### config.mk
export PLATFORM = sky130hd
export DESIGN_NAME = ps2_host_tx
export DESIGN_NICKNAME = d
export VERILOG_FILES = /design/src/rtl/ps2_host_tx.sv
export SDC_FILE = /design/constraint.sdc
export NUM_CORES = 1
export LEC_CHECK = 0
export CAP_MARGIN = 20
export CORE_MARGIN = 4
export CORE_UTILIZATION = 60
export CTS_BUF_LIST = sky130_fd_sc_hd__clkbuf_2 sky130_fd_sc_hd__clkbuf_4 sky130_fd_sc_hd__clkbuf_8
export CTS_CLUSTER_DIAMETER = 80
export DETAILED_ROUTE_END_ITERATION = 12
export GPL_TIMING_DRIVEN = 0
export PLACE_DENSITY_LB_ADDON = 0.25
export SLEW_MARGIN = 20
export SYNTH_ARGS = -nofsm -noshare
export SYNTH_HDL_FRONTEND = slang
export SYNTH_SLANG_ARGS = --single-unit
### constraint.sdc
create_clock -name clk_25MHz -period 3.1 [get_ports clk_25MHz]
set_input_delay 0.62 -clock clk_25MHz [delete_from_list [all_inputs] [get_ports clk_25MHz]]
set_output_delay 0.62 -clock clk_25MHz [all_outputs]
set_load 0.02 [all_outputs]
### src/rtl/ps2_host_tx.sv
// PS/2 host-to-device transmitter: inhibits the clock, issues a start bit, shifts out
// 8 data bits LSB first + odd parity + stop on device falling edges, then checks the ACK.
module ps2_host_tx #(
  parameter int INHIBIT_CYCLES = 2500,
  parameter int TIMEOUT_CYCLES = 375000
) (
  input  logic       clk_25MHz,
  input  logic       reset,
  input  logic       tx_start,
  input  logic [7:0] tx_byte,
  input  logic       ps2_clk_in,
  input  logic       ps2_data_in,
  output logic       ps2_clk_oe,
  output logic       ps2_data_oe,
  output logic       busy,
  output logic       tx_done,
  output logic       ack_error,
  output logic       timeout_error
);

  localparam int CW = 19;
  localparam logic [CW-1:0] INH_LAST = CW'(INHIBIT_CYCLES - 1);
  localparam logic [CW-1:0] TO_LAST  = CW'(TIMEOUT_CYCLES - 1);

  typedef enum logic [2:0] {
    S_IDLE, S_INHIBIT, S_START, S_SEND, S_ACK, S_WAIT_IDLE
  } state_t;

  state_t        state_q, state_d;
  logic [CW-1:0] cnt_q, cnt_d;
  logic [3:0]    bit_cnt_q, bit_cnt_d;
  logic [9:0]    shreg_q, shreg_d;
  logic          done_q, done_d;
  logic          ackerr_q, ackerr_d;
  logic          tout_q, tout_d;
  logic          clk_s1_q, clk_s2_q, clk_prev_q;
  logic          dat_s1_q, dat_s2_q;
  logic          fall;
  logic          active;

  always_ff @(posedge clk_25MHz or negedge reset) begin
    if (!reset) begin
      clk_s1_q   <= 1'b0;
      clk_s2_q   <= 1'b0;
      clk_prev_q <= 1'b0;
      dat_s1_q   <= 1'b0;
      dat_s2_q   <= 1'b0;
    end else begin
      clk_s1_q   <= ps2_clk_in;
      clk_s2_q   <= clk_s1_q;
      clk_prev_q <= clk_s2_q;
      dat_s1_q   <= ps2_data_in;
      dat_s2_q   <= dat_s1_q;
    end
  end

  assign fall   = clk_prev_q & ~clk_s2_q;
  assign active = (state_q == S_START) || (state_q == S_SEND) ||
                  (state_q == S_ACK)   || (state_q == S_WAIT_IDLE);

  always_ff @(posedge clk_25MHz or negedge reset) begin
    if (!reset) begin
      state_q   <= S_IDLE;
      cnt_q     <= '0;
      bit_cnt_q <= '0;
      shreg_q   <= '0;
      done_q    <= 1'b0;
      ackerr_q  <= 1'b0;
      tout_q    <= 1'b0;
    end else begin
      state_q   <= state_d;
      cnt_q     <= cnt_d;
      bit_cnt_q <= bit_cnt_d;
      shreg_q   <= shreg_d;
      done_q    <= done_d;
      ackerr_q  <= ackerr_d;
      tout_q    <= tout_d;
    end
  end

  always_comb begin
    state_d   = state_q;
    cnt_d     = cnt_q;
    bit_cnt_d = bit_cnt_q;
    shreg_d   = shreg_q;
    done_d    = 1'b0;
    ackerr_d  = 1'b0;
    tout_d    = 1'b0;

    // Any device edge restarts the watchdog; otherwise it counts up to the limit.
    if (active) begin
      if (fall) begin
        cnt_d = '0;
      end else if (cnt_q >= TO_LAST) begin
        tout_d  = 1'b1;
        state_d = S_IDLE;
      end else begin
        cnt_d = cnt_q + 1'b1;
      end
    end

    case (state_q)
      S_IDLE: begin
        if (tx_start) begin
          shreg_d   = {1'b1, ~^tx_byte, tx_byte};
          cnt_d     = '0;
          bit_cnt_d = '0;
          state_d   = S_INHIBIT;
        end
      end
      S_INHIBIT: begin
        if (cnt_q >= INH_LAST) begin
          cnt_d   = '0;
          state_d = S_START;
        end else begin
          cnt_d = cnt_q + 1'b1;
        end
      end
      S_START: begin
        if (fall) begin
          bit_cnt_d = 4'd1;
          state_d   = S_SEND;
        end
      end
      S_SEND: begin
        // Edge 10 shifts in the stop bit; ACK keeps the line released.
        if (fall) begin
          shreg_d   = {1'b1, shreg_q[9:1]};
          bit_cnt_d = bit_cnt_q + 1'b1;
          if (bit_cnt_q == 4'd9) state_d = S_ACK;
        end
      end
      S_ACK: begin
        if (fall) begin
          if (dat_s2_q) begin
            ackerr_d = 1'b1;
            state_d  = S_IDLE;
          end else begin
            state_d = S_WAIT_IDLE;
          end
        end
      end
      S_WAIT_IDLE: begin
        if (clk_s2_q && dat_s2_q) begin
          done_d  = 1'b1;
          tout_d  = 1'b0;
          state_d = S_IDLE;
        end
      end
      default: state_d = S_IDLE;
    endcase
  end

  // Line drives decode straight from state so reset releases them without a clock.
  assign ps2_clk_oe    = (state_q == S_INHIBIT);
  assign ps2_data_oe   = ((state_q == S_INHIBIT) && (cnt_q == INH_LAST)) ||
                         (state_q == S_START) ||
                         ((state_q == S_SEND) && !shreg_q[0]);
  assign busy          = (state_q != S_IDLE);
  assign tx_done       = done_q;
  assign ack_error     = ackerr_q;
  assign timeout_error = tout_q;

endmodule
==> results of run 1 <==
## cells in the final DEF, fill, tap and decap left out, drive strengths merged, types with 2 or more instances in the layout
| cell type | Yosys | final |
|---|---|---|
| a2111oi | 3 | 3 |
| a211oi | 4 | 4 |
| a21o | 5 | 5 |
| a21oi | 34 | 34 |
| a311oi | 6 | 6 |
| a31oi | 4 | 4 |
| a41oi | 3 | 3 |
| and2 | 4 | 4 |
| and3 | 4 | 4 |
| buf | 5 | 7 |
| clkbuf | 7 | 15 |
| clkdlybuf4s50 | 0 | 16 |
| dfrtp | 44 | 44 |
| ha | 3 | 3 |
| inv | 6 | 6 |
| mux2i | 9 | 9 |
| nand2 | 21 | 21 |
| nand2b | 3 | 3 |
| nand3 | 8 | 8 |
| nand3b | 2 | 2 |
| nand4 | 2 | 2 |
| nor2 | 26 | 26 |
| nor2b | 6 | 6 |
| nor3 | 8 | 8 |
| nor4 | 3 | 3 |
| o21a | 2 | 2 |
| o21ai | 10 | 10 |
| or2 | 2 | 2 |
| or3 | 2 | 2 |
| or3b | 2 | 2 |
| xnor2 | 7 | 7 |
## kinds of logic (layout without fill, tap and decap cells)
kind of cell | after synthesis | count (layout)
simple gates | 98 | 98
compound gates | 80 | 80
flops | 44 | 44
buf+inv | 18 | 45
mux | 10 | 10
xor+xnor | 8 | 8
fa+ha+maj | 3 | 3
## Yosys cell counts, drive strengths merged, types with 2 or more instances
| library cell | number |
|---|---|
| a2111oi | 3 |
| a211oi | 4 |
| a21o | 5 |
| a21oi | 34 |
| a311oi | 6 |
| a31oi | 4 |
| a41oi | 3 |
| and2 | 4 |
| and3 | 4 |
| buf | 5 |
| clkbuf | 7 |
| dfrtp | 44 |
| ha | 3 |
| inv | 6 |
| mux2i | 9 |
| nand2 | 21 |
| nand2b | 3 |
| nand3 | 8 |
| nand3b | 2 |
| nand4 | 2 |
| nor2 | 26 |
| nor2b | 6 |
| nor3 | 8 |
| nor4 | 3 |
| o21a | 2 |
| o21ai | 10 |
| or2 | 2 |
| or3 | 2 |
| or3b | 2 |
| xnor2 | 7 |
## state kept, by name (all words and copies together) (netlist names)
name           cells
dat_s1_q           1
ack_error          1
bit_cnt_q          4
state_q            3
cnt_q             19
clk_prev_q         1
timeout_error      1
shreg_q           10
clk_s2_q           1
tx_done            1
clk_s1_q           1
dat_s2_q           1
## worst min-delay path by stage
stage / startpoint / endpoint / slack [ns] / cells past startpoint
after floorplan: reset / ack_error / 0.32 / 0
final: reset / clk_s1_q / 0.25 / 1
after global routing: reset / clk_s1_q / 0.27 / 1
after global placement: clk_s1_q / clk_s2_q / 0.33 / 0
after CTS: reset / clk_s2_q / 0.26 / 1
after detailed placement: dat_s1_q / dat_s2_q / 0.34 / 0
## metal layers
metal | global-route usage (%) | part of all wire (%)
met3 | 4.82 | 5.2
met2 | 33.2 | 46
met1 | 31.1 | 47
met5 | 0 | 0
met4 | 5.53 | 1.3
## where the power goes
group	leakage (nW)	total (mW)	switching [mW]	internal (mW)
combinational	0.599	0.656	0.358	0.298
clock	0.0523	0.379	0.180	0.199
sequential	0.555	0.786	0.100	0.686
## metrics by stage
step / instances / worst slack, ns / total power, mW
2_1_floorplan: 261 / 0.697 / 1.27
3_5_place_dp: 330 / 0.120 / 1.44
3_3_place_gp: 329 / 0.102 / 1.42
4_1_cts: 338 / 0.198 / 1.83
6_report: 338 / 0.209 / 1.82
5_1_grt: 338 / 0.0826 / 1.95
## cell type report
cell class / instances / share of cell area (%)
Inverter: 6 / 0.785
Timing Repair Buffer: 19 / 6.76
Multi-Input combinational cell: 199 / 45.8
Buffer: 12 / 2.75
Tap cell: 50 / 2.18
Clock buffer: 8 / 3.40
Sequential cell: 44 / 38.4
## timing repair
| action | in CTS | in global routing |
|---|---|---|
| gates resized for setup | 2 | 0 |
| hold endpoints to repair | 0 | 0 |
| setup endpoints to repair | 1 | 0 |
==> flow_results.xml, run 1 <==
<?xml version="1.0" encoding="UTF-8"?>
<metrics>
  <group name="job">
    <metric name="maxCapViolCount" unit="">0</metric>
  </group>
  <group name="final_layout">
    <metric name="drive_above_1_share" unit="%">12.2</metric>
    <metric name="final.fill_count" unit="">314</metric>
    <metric name="fin_nets" unit="">303</metric>
    <metric name="multi_input_comb_area" unit="sq mm">0.00131</metric>
    <metric name="final_core_utilization" unit="%">71.2</metric>
    <metric name="area_growth" unit="%">14.5</metric>
    <metric name="ff_latch_area" unit="sq mm">0.00110</metric>
    <metric name="antenna-diode-count" unit="">0</metric>
    <metric name="final_cell_area" unit="sq mm">0.00287</metric>
  </group>
  <group name="floorplan">
    <metric name="num_io_pins" unit="">19</metric>
    <metric name="row_count" unit="">23</metric>
    <metric name="die_w" unit="microns">72.6</metric>
    <metric name="die_height" unit="microns">72.6</metric>
    <metric name="initial_core_util" unit="%">62.2</metric>
    <metric name="core_region_area" unit="sq mm">0.00403</metric>
    <metric name="die_area" unit="sq mm">0.00528</metric>
  </group>
  <group name="clock_network">
    <metric name="clock_tree.htree_level_count" unit="">2</metric>
    <metric name="tritoncts" unit="">done</metric>
    <metric name="cts-buffers-inserted" unit="">5</metric>
    <metric name="clk_pin_slew_worst_paths" unit="ns">0.07</metric>
    <metric name="cts.sink_count" unit="">44</metric>
    <metric name="ctsLongestPathBuffers" unit="">2</metric>
    <metric name="worst_skew_pair_latency" unit="ns">0.29</metric>
    <metric name="cts-hold-fix-buffers" unit="">0</metric>
    <metric name="cts-root-buf" unit="">sky130_fd_sc_hd__clkbuf_8</metric>
    <metric name="post-cts-setup-buffers" unit="">0</metric>
  </group>
  <group name="sta">
    <metric name="max_slew_margin" unit="%">48.8</metric>
    <metric name="setup_repair_after_global_routing_missed_its_margin" unit="">false</metric>
    <metric name="setup_total_negative_slack" unit="ns">0</metric>
    <metric name="timing_hold_violations_final" unit="">0</metric>
    <metric name="timing.final.crit_share" unit="%">93.3</metric>
    <metric name="fmax" unit="GHz">0.346</metric>
    <metric name="worst_clock_skew" unit="ns">0.00746</metric>
    <metric name="worst_pin_slew" unit="ns">0.768</metric>
    <metric name="fin_hold_ws" unit="ns">0.253</metric>
    <metric name="slew_viol_final" unit="">0</metric>
    <metric name="setup-violations-final" unit="">0</metric>
    <metric name="min_period" unit="ns">2.89</metric>
  </group>
  <group name="routing">
    <metric name="drt-wirelength-per-cell" unit="microns">15.5</metric>
    <metric name="firstDrtPassIters" unit="">5</metric>
    <metric name="final_antenna_net_count" unit="">0</metric>
    <metric name="routed_via_density" unit="">6.10</metric>
    <metric name="drc_errors" unit="">0</metric>
    <metric name="first_iter_violations" unit="">237</metric>
    <metric name="vias" unit="">2063</metric>
    <metric name="routed_wirelength" unit="microns">5250</metric>
  </group>
  <group name="critical_path">
    <metric name="path_depth" unit="">5</metric>
    <metric name="cp_max_fo" unit="">7</metric>
    <metric name="cpPeakStageDelay" unit="ns">0.56</metric>
    <metric name="timing.critical_path.slowest_stage_cell" unit="">sky130_fd_sc_hd__or4_4</metric>
    <metric name="critical_path.reg2reg.endpoint" unit="">cnt_q[15]</metric>
    <metric name="regToRegStartpoint" unit="">cnt_q[4]</metric>
    <metric name="timing.critical_path.to" unit="">ps2_data_oe</metric>
    <metric name="rrSetupSlack" unit="ns">0.54</metric>
    <metric name="cp.arrival" unit="ns">2.27</metric>
    <metric name="top_cell_family_by_delay_on_the_critical_path" unit="">simple AND/OR/NAND/NOR gates</metric>
    <metric name="critical_setup_path_class" unit="">register to output pin</metric>
    <metric name="ff2ff_path_depth" unit="">7</metric>
    <metric name="startpoint" unit="">cnt_q[4]</metric>
    <metric name="setup.worst_path.end_class" unit="">output pin</metric>
    <metric name="worst-endpoint-required" unit="ns">2.48</metric>
    <metric name="timing.critical_path.cells" unit="">or4_4 &gt; nor4_4 &gt; a22oi_1 &gt; nor2_1 &gt; dlygate4sd2_1</metric>
    <metric name="crit_path_start_kind" unit="">register</metric>
    <metric name="worst-path-buf-inv" unit="">1</metric>
  </group>
  <group name="place">
    <metric name="routabilityCongestion" unit="">0.930</metric>
    <metric name="dp.final_hpwl" unit="microns">3790</metric>
    <metric name="placement.io_buffers" unit="">18</metric>
    <metric name="placedInstanceArea" unit="sq mm">0.00277</metric>
  </group>
  <group name="grt">
    <metric name="grt_use_total" unit="%">21.6</metric>
    <metric name="first_global_vias" unit="">1935</metric>
    <metric name="grt_first_pass_wirelength" unit="microns">8990</metric>
    <metric name="grt_start_max_net_pins" unit="">28</metric>
    <metric name="grt_overflow" unit="">0</metric>
    <metric name="antenna_found_initial" unit="">0</metric>
  </group>
  <group name="pwr">
    <metric name="static-leakage-power" unit="nW">1.21</metric>
    <metric name="vdd_ir_drop_max" unit="mV">0.434</metric>
    <metric name="power-per-cell-area" unit="mW/mm^2">634</metric>
  </group>
  <group name="synth">
    <metric name="synth_top_area_share" unit="%">43.9</metric>
    <metric name="yosysWarningCount" unit="">0</metric>
    <metric name="yosys-top-cells-area" unit="">sky130_fd_sc_hd__dfrtp_1 (44%), sky130_fd_sc_hd__a21oi_1 (6.8%), sky130_fd_sc_hd__nor2_1 (3.9%)</metric>
    <metric name="adder_cell_area_share_of_the_yosys_netlist" unit="%">1.50</metric>
    <metric name="post_synth_mux_area_share" unit="%">4.04</metric>
    <metric name="synthesis.instances" unit="">261</metric>
    <metric name="mappedNetlistArea" unit="sq mm">0.00251</metric>
    <metric name="yosys.cell_types.count" unit="">65</metric>
    <metric name="post_synthesis_share_of_cell_area_spent_on_and_or_nand_and_nor_gates" unit="%">20.6</metric>
    <metric name="ffs_w_async_s_r_synth" unit="%">100</metric>
    <metric name="dominant_combinational_cell_family_by_area_after_synthesis" unit="">compound AO/OA/AOI/OAI gates</metric>
    <metric name="synth_fp_nets" unit="">277</metric>
    <metric name="syn_area_per_cell" unit="sq um">9.61</metric>
    <metric name="synth-compound-area-share" unit="%">23.1</metric>
    <metric name="synth-edff-count" unit="">0</metric>
    <metric name="yosys_most_used_dff" unit="">sky130_fd_sc_hd__dfrtp_1</metric>
    <metric name="synth_sequential_area_ratio" unit="%">43.9</metric>
    <metric name="synth-xor-area-share" unit="%">2.79</metric>
    <metric name="post-synth-top-area-cell" unit="">sky130_fd_sc_hd__dfrtp_1</metric>
    <metric name="synth-seq-cells" unit="">44</metric>
  </group>
  <group name="min_path">
    <metric name="hp-class" unit="">primary input to async pin</metric>
  </group>
  <group name="run_status">
    <metric name="status" unit="">finished, final reports clean</metric>
  </group>
</metrics>
Note: power is estimated with default switching activity, not from simulation.
==> inputs of run 2 (changes only) <==
- CELL_PAD_IN_SITES_DETAIL_PLACEMENT: default -> 0
- CELL_PAD_IN_SITES_GLOBAL_PLACEMENT: default -> 1
- CORE_UTILIZATION: 60 -> 47
- CTS_CLUSTER_DIAMETER: 80 -> default
==> flow_results.xml, run 2 (synthesis gave the netlist of run 1 again) <==
<?xml version="1.0" encoding="UTF-8"?>
<metrics>
  <group name="critical_path">
    <metric name="setup.worst_path.end_class" unit="">output pin</metric>
    <metric name="worst-endpoint-required" unit="ns">2.48</metric>
    <metric name="cp_max_fo" unit="">7</metric>
    <metric name="critical_setup_path_class" unit="">register to output pin</metric>
    <metric name="rrSetupSlack" unit="ns">0.51</metric>
    <metric name="startpoint" unit="">cnt_q[4]</metric>
    <metric name="ff2ff_path_depth" unit="">7</metric>
    <metric name="regToRegStartpoint" unit="">cnt_q[4]</metric>
    <metric name="crit_path_start_kind" unit="">register</metric>
    <metric name="cp.arrival" unit="ns">2.29</metric>
  </group>
  <group name="sta">
    <metric name="worst_clock_skew" unit="ns">0.00846</metric>
    <metric name="timing_hold_violations_final" unit="">0</metric>
    <metric name="setup_repair_after_global_routing_missed_its_margin" unit="">false</metric>
    <metric name="min_period" unit="ns">2.91</metric>
    <metric name="slew_viol_final" unit="">0</metric>
    <metric name="timing.final.crit_share" unit="%">93.8</metric>
    <metric name="fin_hold_ws" unit="ns">0.311</metric>
    <metric name="fmax" unit="GHz">0.344</metric>
    <metric name="worst_pin_slew" unit="ns">0.736</metric>
    <metric name="setup-violations-final" unit="">0</metric>
    <metric name="max_slew_margin" unit="%">50.5</metric>
    <metric name="setup_total_negative_slack" unit="ns">0</metric>
  </group>
  <group name="place">
    <metric name="dp.final_hpwl" unit="microns">3880</metric>
    <metric name="placedInstanceArea" unit="sq mm">0.00280</metric>
    <metric name="routabilityCongestion" unit="">0.816</metric>
    <metric name="placement.io_buffers" unit="">18</metric>
  </group>
  <group name="final_layout">
    <metric name="antenna-diode-count" unit="">0</metric>
    <metric name="regs_by_ff_count" unit="">cnt_q (19), shreg_q (10), bit_cnt_q (4)</metric>
    <metric name="commonest_non_fill_non_tap_cell_in_the_layout" unit="">sky130_fd_sc_hd__dfrtp_1</metric>
    <metric name="layout.cells.most_common_list" unit="">sky130_fd_sc_hd__dfrtp_1 (44), sky130_fd_sc_hd__a21oi_1 (34), sky130_fd_sc_hd__nor2_1 (26)</metric>
    <metric name="final_core_utilization" unit="%">56.7</metric>
    <metric name="area_growth" unit="%">16.3</metric>
    <metric name="ff_latch_area" unit="sq mm">0.00110</metric>
    <metric name="final_cell_area" unit="sq mm">0.00292</metric>
    <metric name="multi_input_comb_area" unit="sq mm">0.00131</metric>
    <metric name="fin_nets" unit="">303</metric>
    <metric name="largest_register_ff_count" unit="">19</metric>
    <metric name="registers.top_by_ff_count" unit="">cnt_q</metric>
    <metric name="final.fill_count" unit="">497</metric>
    <metric name="drive_above_1_share" unit="%">12.2</metric>
  </group>
  <group name="pwr">
    <metric name="vdd_ir_drop_max" unit="mV">0.540</metric>
    <metric name="power.total" unit="mW">1.88</metric>
    <metric name="power_switching" unit="mW">0.651</metric>
    <metric name="power-per-cell-area" unit="mW/mm^2">646</metric>
    <metric name="power_frac_comb" unit="%">34.8</metric>
    <metric name="power.share.clock" unit="%">23.4</metric>
    <metric name="intPower" unit="mW">1.23</metric>
    <metric name="static-leakage-power" unit="nW">1.22</metric>
    <metric name="swShare" unit="%">34.6</metric>
    <metric name="p_seq_share" unit="%">41.8</metric>
  </group>
  <group name="clock_network">
    <metric name="postCtsResizedCells" unit="">2</metric>
    <metric name="cts.sink_count" unit="">44</metric>
    <metric name="cts-buffers-inserted" unit="">5</metric>
    <metric name="cts-root-buf" unit="">sky130_fd_sc_hd__clkbuf_8</metric>
    <metric name="post-cts-setup-buffers" unit="">0</metric>
    <metric name="clock_tree.htree_level_count" unit="">2</metric>
    <metric name="tritoncts" unit="">done</metric>
    <metric name="clk_pin_slew_worst_paths" unit="ns">0.08</metric>
    <metric name="cts-hold-fix-buffers" unit="">0</metric>
    <metric name="worst_skew_pair_latency" unit="ns">0.29</metric>
    <metric name="ctsLongestPathBuffers" unit="">2</metric>
  </group>
  <group name="routing">
    <metric name="vias" unit="">2041</metric>
    <metric name="routed_wirelength" unit="microns">5410</metric>
    <metric name="routed_via_density" unit="">5.70</metric>
    <metric name="final_antenna_net_count" unit="">0</metric>
    <metric name="drc_errors" unit="">0</metric>
    <metric name="first_iter_violations" unit="">115</metric>
    <metric name="firstDrtPassIters" unit="">4</metric>
    <metric name="drt-wirelength-per-cell" unit="microns">15.1</metric>
  </group>
  <group name="grt">
    <metric name="first_global_vias" unit="">1934</metric>
    <metric name="grt_use_total" unit="%">18.5</metric>
    <metric name="grt_first_pass_wirelength" unit="microns">9480</metric>
    <metric name="grt_overflow" unit="">0</metric>
    <metric name="grt_start_max_net_pins" unit="">24</metric>
    <metric name="antenna_found_initial" unit="">0</metric>
  </group>
  <group name="min_path">
    <metric name="hp-class" unit="">primary input to async pin</metric>
  </group>
  <group name="job">
    <metric name="maxCapViolCount" unit="">0</metric>
  </group>
  <group name="floorplan">
    <metric name="die_w" unit="microns">81.0</metric>
    <metric name="num_io_pins" unit="">19</metric>
    <metric name="die_height" unit="microns">81.0</metric>
    <metric name="core_region_area" unit="sq mm">0.00514</metric>
    <metric name="row_count" unit="">26</metric>
    <metric name="initial_core_util" unit="%">48.8</metric>
    <metric name="die_area" unit="sq mm">0.00657</metric>
  </group>
  <group name="run_status">
    <metric name="status" unit="">finished, final reports clean</metric>
  </group>
</metrics>
[run 2: area by class of cell]
| type | instances | share of cell area [%] |
|---|---|---|
| plain buffers | 12 | 2.70 |
| clock buffers | 6 | 2.62 |
| clock inverters | 2 | 1.20 |
| inverters | 6 | 0.772 |
| multi-input cells | 199 | 45.0 |
| flip-flops and latches | 44 | 37.8 |
| well taps | 70 | 3.00 |
| repair buffers | 19 | 6.91 |
[run 2: through the flow]
stage | setup slack, ns | cells
final | 0.192 | 358
after global routing | 0.0623 | 358
after CTS | 0.181 | 358
after detailed placement | 0.113 | 350
after global placement | 0.147 | 349
after floorplan | 0.697 | 261
[run 2: critical path, cell delays in order, from the launching register on]
cell                            delay (ns)
sky130_fd_sc_hd__dfrtp_1              0.45
sky130_fd_sc_hd__or4_4                0.56
sky130_fd_sc_hd__nor4_4               0.34
sky130_fd_sc_hd__a22oi_1              0.15
sky130_fd_sc_hd__nor2_1               0.15
sky130_fd_sc_hd__dlygate4sd2_1        0.35
[run 2: path summary, 6_finish.rpt]
check                          endpoint
hold / removal             bit_cnt_q[1]
setup reg to reg               cnt_q[9]
setup / recovery            ps2_data_oe
hold reg to reg                dat_s2_q
max in group asynchronous    state_q[0]
min in group clk_25MHz         dat_s2_q
[run 2: routing by layer]
| metal | track usage (%) | wire length (microns) |
|---|---|---|
| met1 | 27.4 | 2720 |
| met2 | 28.1 | 2470 |
| met3 | 3.33 | 183 |
| met4 | 4.05 | 37 |
| met5 | 0 | 0 |
[run 2: power groups by stage]
stage          sequential [mW]  clock, mW  combinational (mW)
2_1_floorplan            0.771          0               0.495
3_3_place_gp             0.790          0               0.645
3_5_place_dp             0.794          0               0.660
4_1_cts                  0.786      0.459               0.665
5_1_grt                  0.811      0.483               0.736
6_report                 0.788      0.441               0.654
==> inputs of run 3 (changes only) <==
- SETUP_SLACK_MARGIN: default -> 0.3
==> flow_results.xml, run 3 (synthesis gave the netlist of run 1 again) <==
<?xml version="1.0" encoding="UTF-8"?>
<metrics>
  <group name="floorplan">
    <metric name="die_area" unit="sq mm">0.00657</metric>
    <metric name="row_count" unit="">26</metric>
    <metric name="die_w" unit="microns">81.0</metric>
    <metric name="die_height" unit="microns">81.0</metric>
    <metric name="core_region_area" unit="sq mm">0.00514</metric>
    <metric name="initial_core_util" unit="%">48.8</metric>
    <metric name="num_io_pins" unit="">19</metric>
  </group>
  <group name="final_layout">
    <metric name="largest_register_ff_count" unit="">19</metric>
    <metric name="area_growth" unit="%">16.9</metric>
    <metric name="final_cell_count_no_fill" unit="">359</metric>
    <metric name="fin_nets" unit="">304</metric>
    <metric name="regs_by_ff_count" unit="">cnt_q (19), shreg_q (10), bit_cnt_q (4)</metric>
    <metric name="drive_above_1_share" unit="%">13.8</metric>
    <metric name="layout.cells.most_common_list" unit="">sky130_fd_sc_hd__dfrtp_1 (43), sky130_fd_sc_hd__a21oi_1 (34), sky130_fd_sc_hd__nor2_1 (26)</metric>
    <metric name="antenna-diode-count" unit="">0</metric>
    <metric name="registers.top_by_ff_count" unit="">cnt_q</metric>
    <metric name="commonest_non_fill_non_tap_cell_in_the_layout" unit="">sky130_fd_sc_hd__dfrtp_1</metric>
  </group>
  <group name="pwr">
    <metric name="power-per-cell-area" unit="mW/mm^2">644</metric>
    <metric name="vdd_ir_drop_max" unit="mV">0.540</metric>
    <metric name="static-leakage-power" unit="nW">1.22</metric>
  </group>
  <group name="critical_path">
    <metric name="cpPeakStageDelay" unit="ns">0.57</metric>
    <metric name="ff2ff_path_depth" unit="">7</metric>
    <metric name="cp.arrival" unit="ns">2.10</metric>
    <metric name="timing.critical_path.to" unit="">ps2_data_oe</metric>
    <metric name="regToRegStartpoint" unit="">cnt_q[5]</metric>
    <metric name="cp_max_fo" unit="">5</metric>
    <metric name="worst-path-buf-inv" unit="">1</metric>
    <metric name="critical_path.reg2reg.endpoint" unit="">cnt_q[9]</metric>
    <metric name="crit_path_start_kind" unit="">register</metric>
    <metric name="worst-endpoint-required" unit="ns">2.48</metric>
    <metric name="path_depth" unit="">5</metric>
    <metric name="timing.critical_path.slowest_stage_cell" unit="">sky130_fd_sc_hd__or4_4</metric>
    <metric name="startpoint" unit="">cnt_q[5]</metric>
    <metric name="rrSetupSlack" unit="ns">0.52</metric>
    <metric name="timing.critical_path.cells" unit="">or4_4 &gt; nor4_4 &gt; a22oi_1 &gt; nor2_1 &gt; clkdlybuf4s15_2</metric>
    <metric name="top_cell_family_by_delay_on_the_critical_path" unit="">simple AND/OR/NAND/NOR gates</metric>
    <metric name="critical_setup_path_class" unit="">register to output pin</metric>
    <metric name="setup.worst_path.end_class" unit="">output pin</metric>
  </group>
  <group name="grt">
    <metric name="antenna_found_initial" unit="">0</metric>
    <metric name="grt_overflow" unit="">0</metric>
    <metric name="grt_start_max_net_pins" unit="">24</metric>
    <metric name="first_global_vias" unit="">1934</metric>
    <metric name="grt_use_total" unit="%">18.5</metric>
    <metric name="grt_first_pass_wirelength" unit="microns">9480</metric>
  </group>
  <group name="sta">
    <metric name="min_period" unit="ns">2.72</metric>
    <metric name="fmax" unit="GHz">0.368</metric>
    <metric name="slew_viol_final" unit="">0</metric>
    <metric name="setup_total_negative_slack" unit="ns">0</metric>
    <metric name="final.setup.worst_slack" unit="ns">0.379</metric>
    <metric name="timing.final.crit_share" unit="%">87.8</metric>
    <metric name="setup_repair_after_global_routing_missed_its_margin" unit="">true</metric>
    <metric name="worst_clock_skew" unit="ns">0.00762</metric>
    <metric name="fin_hold_ws" unit="ns">0.312</metric>
    <metric name="worst_pin_slew" unit="ns">0.735</metric>
    <metric name="timing_hold_violations_final" unit="">0</metric>
    <metric name="setup-violations-final" unit="">0</metric>
    <metric name="max_slew_margin" unit="%">50.6</metric>
  </group>
  <group name="routing">
    <metric name="drc_errors" unit="">0</metric>
    <metric name="first_iter_violations" unit="">110</metric>
    <metric name="routed_via_density" unit="">5.74</metric>
    <metric name="vias" unit="">2062</metric>
    <metric name="final_antenna_net_count" unit="">0</metric>
    <metric name="firstDrtPassIters" unit="">4</metric>
    <metric name="drt-wirelength-per-cell" unit="microns">15.2</metric>
    <metric name="routed_wirelength" unit="microns">5440</metric>
  </group>
  <group name="clock_network">
    <metric name="cts-buffers-inserted" unit="">5</metric>
    <metric name="tritoncts" unit="">done</metric>
    <metric name="cts.sink_count" unit="">44</metric>
    <metric name="ctsLongestPathBuffers" unit="">2</metric>
    <metric name="worst_skew_pair_latency" unit="ns">0.29</metric>
    <metric name="clk_pin_slew_worst_paths" unit="ns">0.08</metric>
    <metric name="clock_tree.htree_level_count" unit="">2</metric>
    <metric name="cts-root-buf" unit="">sky130_fd_sc_hd__clkbuf_8</metric>
  </group>
  <group name="min_path">
    <metric name="hp-class" unit="">primary input to async pin</metric>
  </group>
  <group name="run_status">
    <metric name="status" unit="">finished, final reports clean</metric>
  </group>
  <group name="place">
    <metric name="dp.final_hpwl" unit="microns">3880</metric>
    <metric name="placement.io_buffers" unit="">18</metric>
    <metric name="numPlacedInstances" unit="">350</metric>
    <metric name="routabilityCongestion" unit="">0.816</metric>
    <metric name="place_worst_setup_slack" unit="ns">0.113</metric>
  </group>
  <group name="job">
    <metric name="maxCapViolCount" unit="">0</metric>
  </group>
</metrics>
[run 3: cell types whose count changed in the layout (fill, tap and decap cells not counted)]
cell,before,now
sky130_fd_sc_hd__buf_4,1,2
sky130_fd_sc_hd__clkbuf_1,6,4
sky130_fd_sc_hd__clkbuf_2,0,2
sky130_fd_sc_hd__clkdlybuf4s15_2,0,1
sky130_fd_sc_hd__dfrtp_1,44,43
sky130_fd_sc_hd__dfrtp_2,0,1
sky130_fd_sc_hd__dlygate4sd2_1,1,0
[run 3: what timing repair did]
item,4_1_cts,5_1_grt
hold buffers,0,0
gates resized for setup,4,5
buffers inserted,0,1
endpoints found under the setup margin,1,3
pin swaps,1,1
[run 3: area by class of cell]
cell class                 count  area [sq um]
buffer                        12          81.3
clock buffer                   6          76.3
clock inverter                 2          35.0
fill                         497          2210
inverter                       6          22.5
multi-input combinational    199          1310
sequential                    44          1100
tap                           70          87.6
timing repair buffer          20           211
[run 3: worst min-delay path by stage]
stage,to,depth (start not counted)
finish,bit_cnt_q[1],1
global route,bit_cnt_q[1],1
CTS,bit_cnt_q[1],1
detailed placement,clk_s2_q,0
global placement,dat_s2_q,0
floorplan,ack_error,0
[run 3: per-stage QoR]
stage               util, %  power (mW)  area [sq um]
finish                 57.0        1.89          2930
global route           57.0        2.03          2930
CTS                    56.8        1.91          2920
detailed placement     54.4        1.45          2800
global placement       54.0        1.44          2780
floorplan                 -        1.27          2510
[run 3: power breakdown]
group | switching [mW] | total (mW) | internal (mW)
clock | 0.193 | 0.441 | 0.248
sequential | 0.102 | 0.789 | 0.687
combinational | 0.358 | 0.658 | 0.300
total | 0.653 | 1.89 | 1.23
[run 3: metal layers]
layer  vias to the layer above  GRT usage (%)  wire (microns)
li1                       1008              -               -
met1                      1015           27.4            2750
met2                        37           28.1            2470
met3                         2           3.33             195
met4                         0           4.05              27
met5                         -              0               0
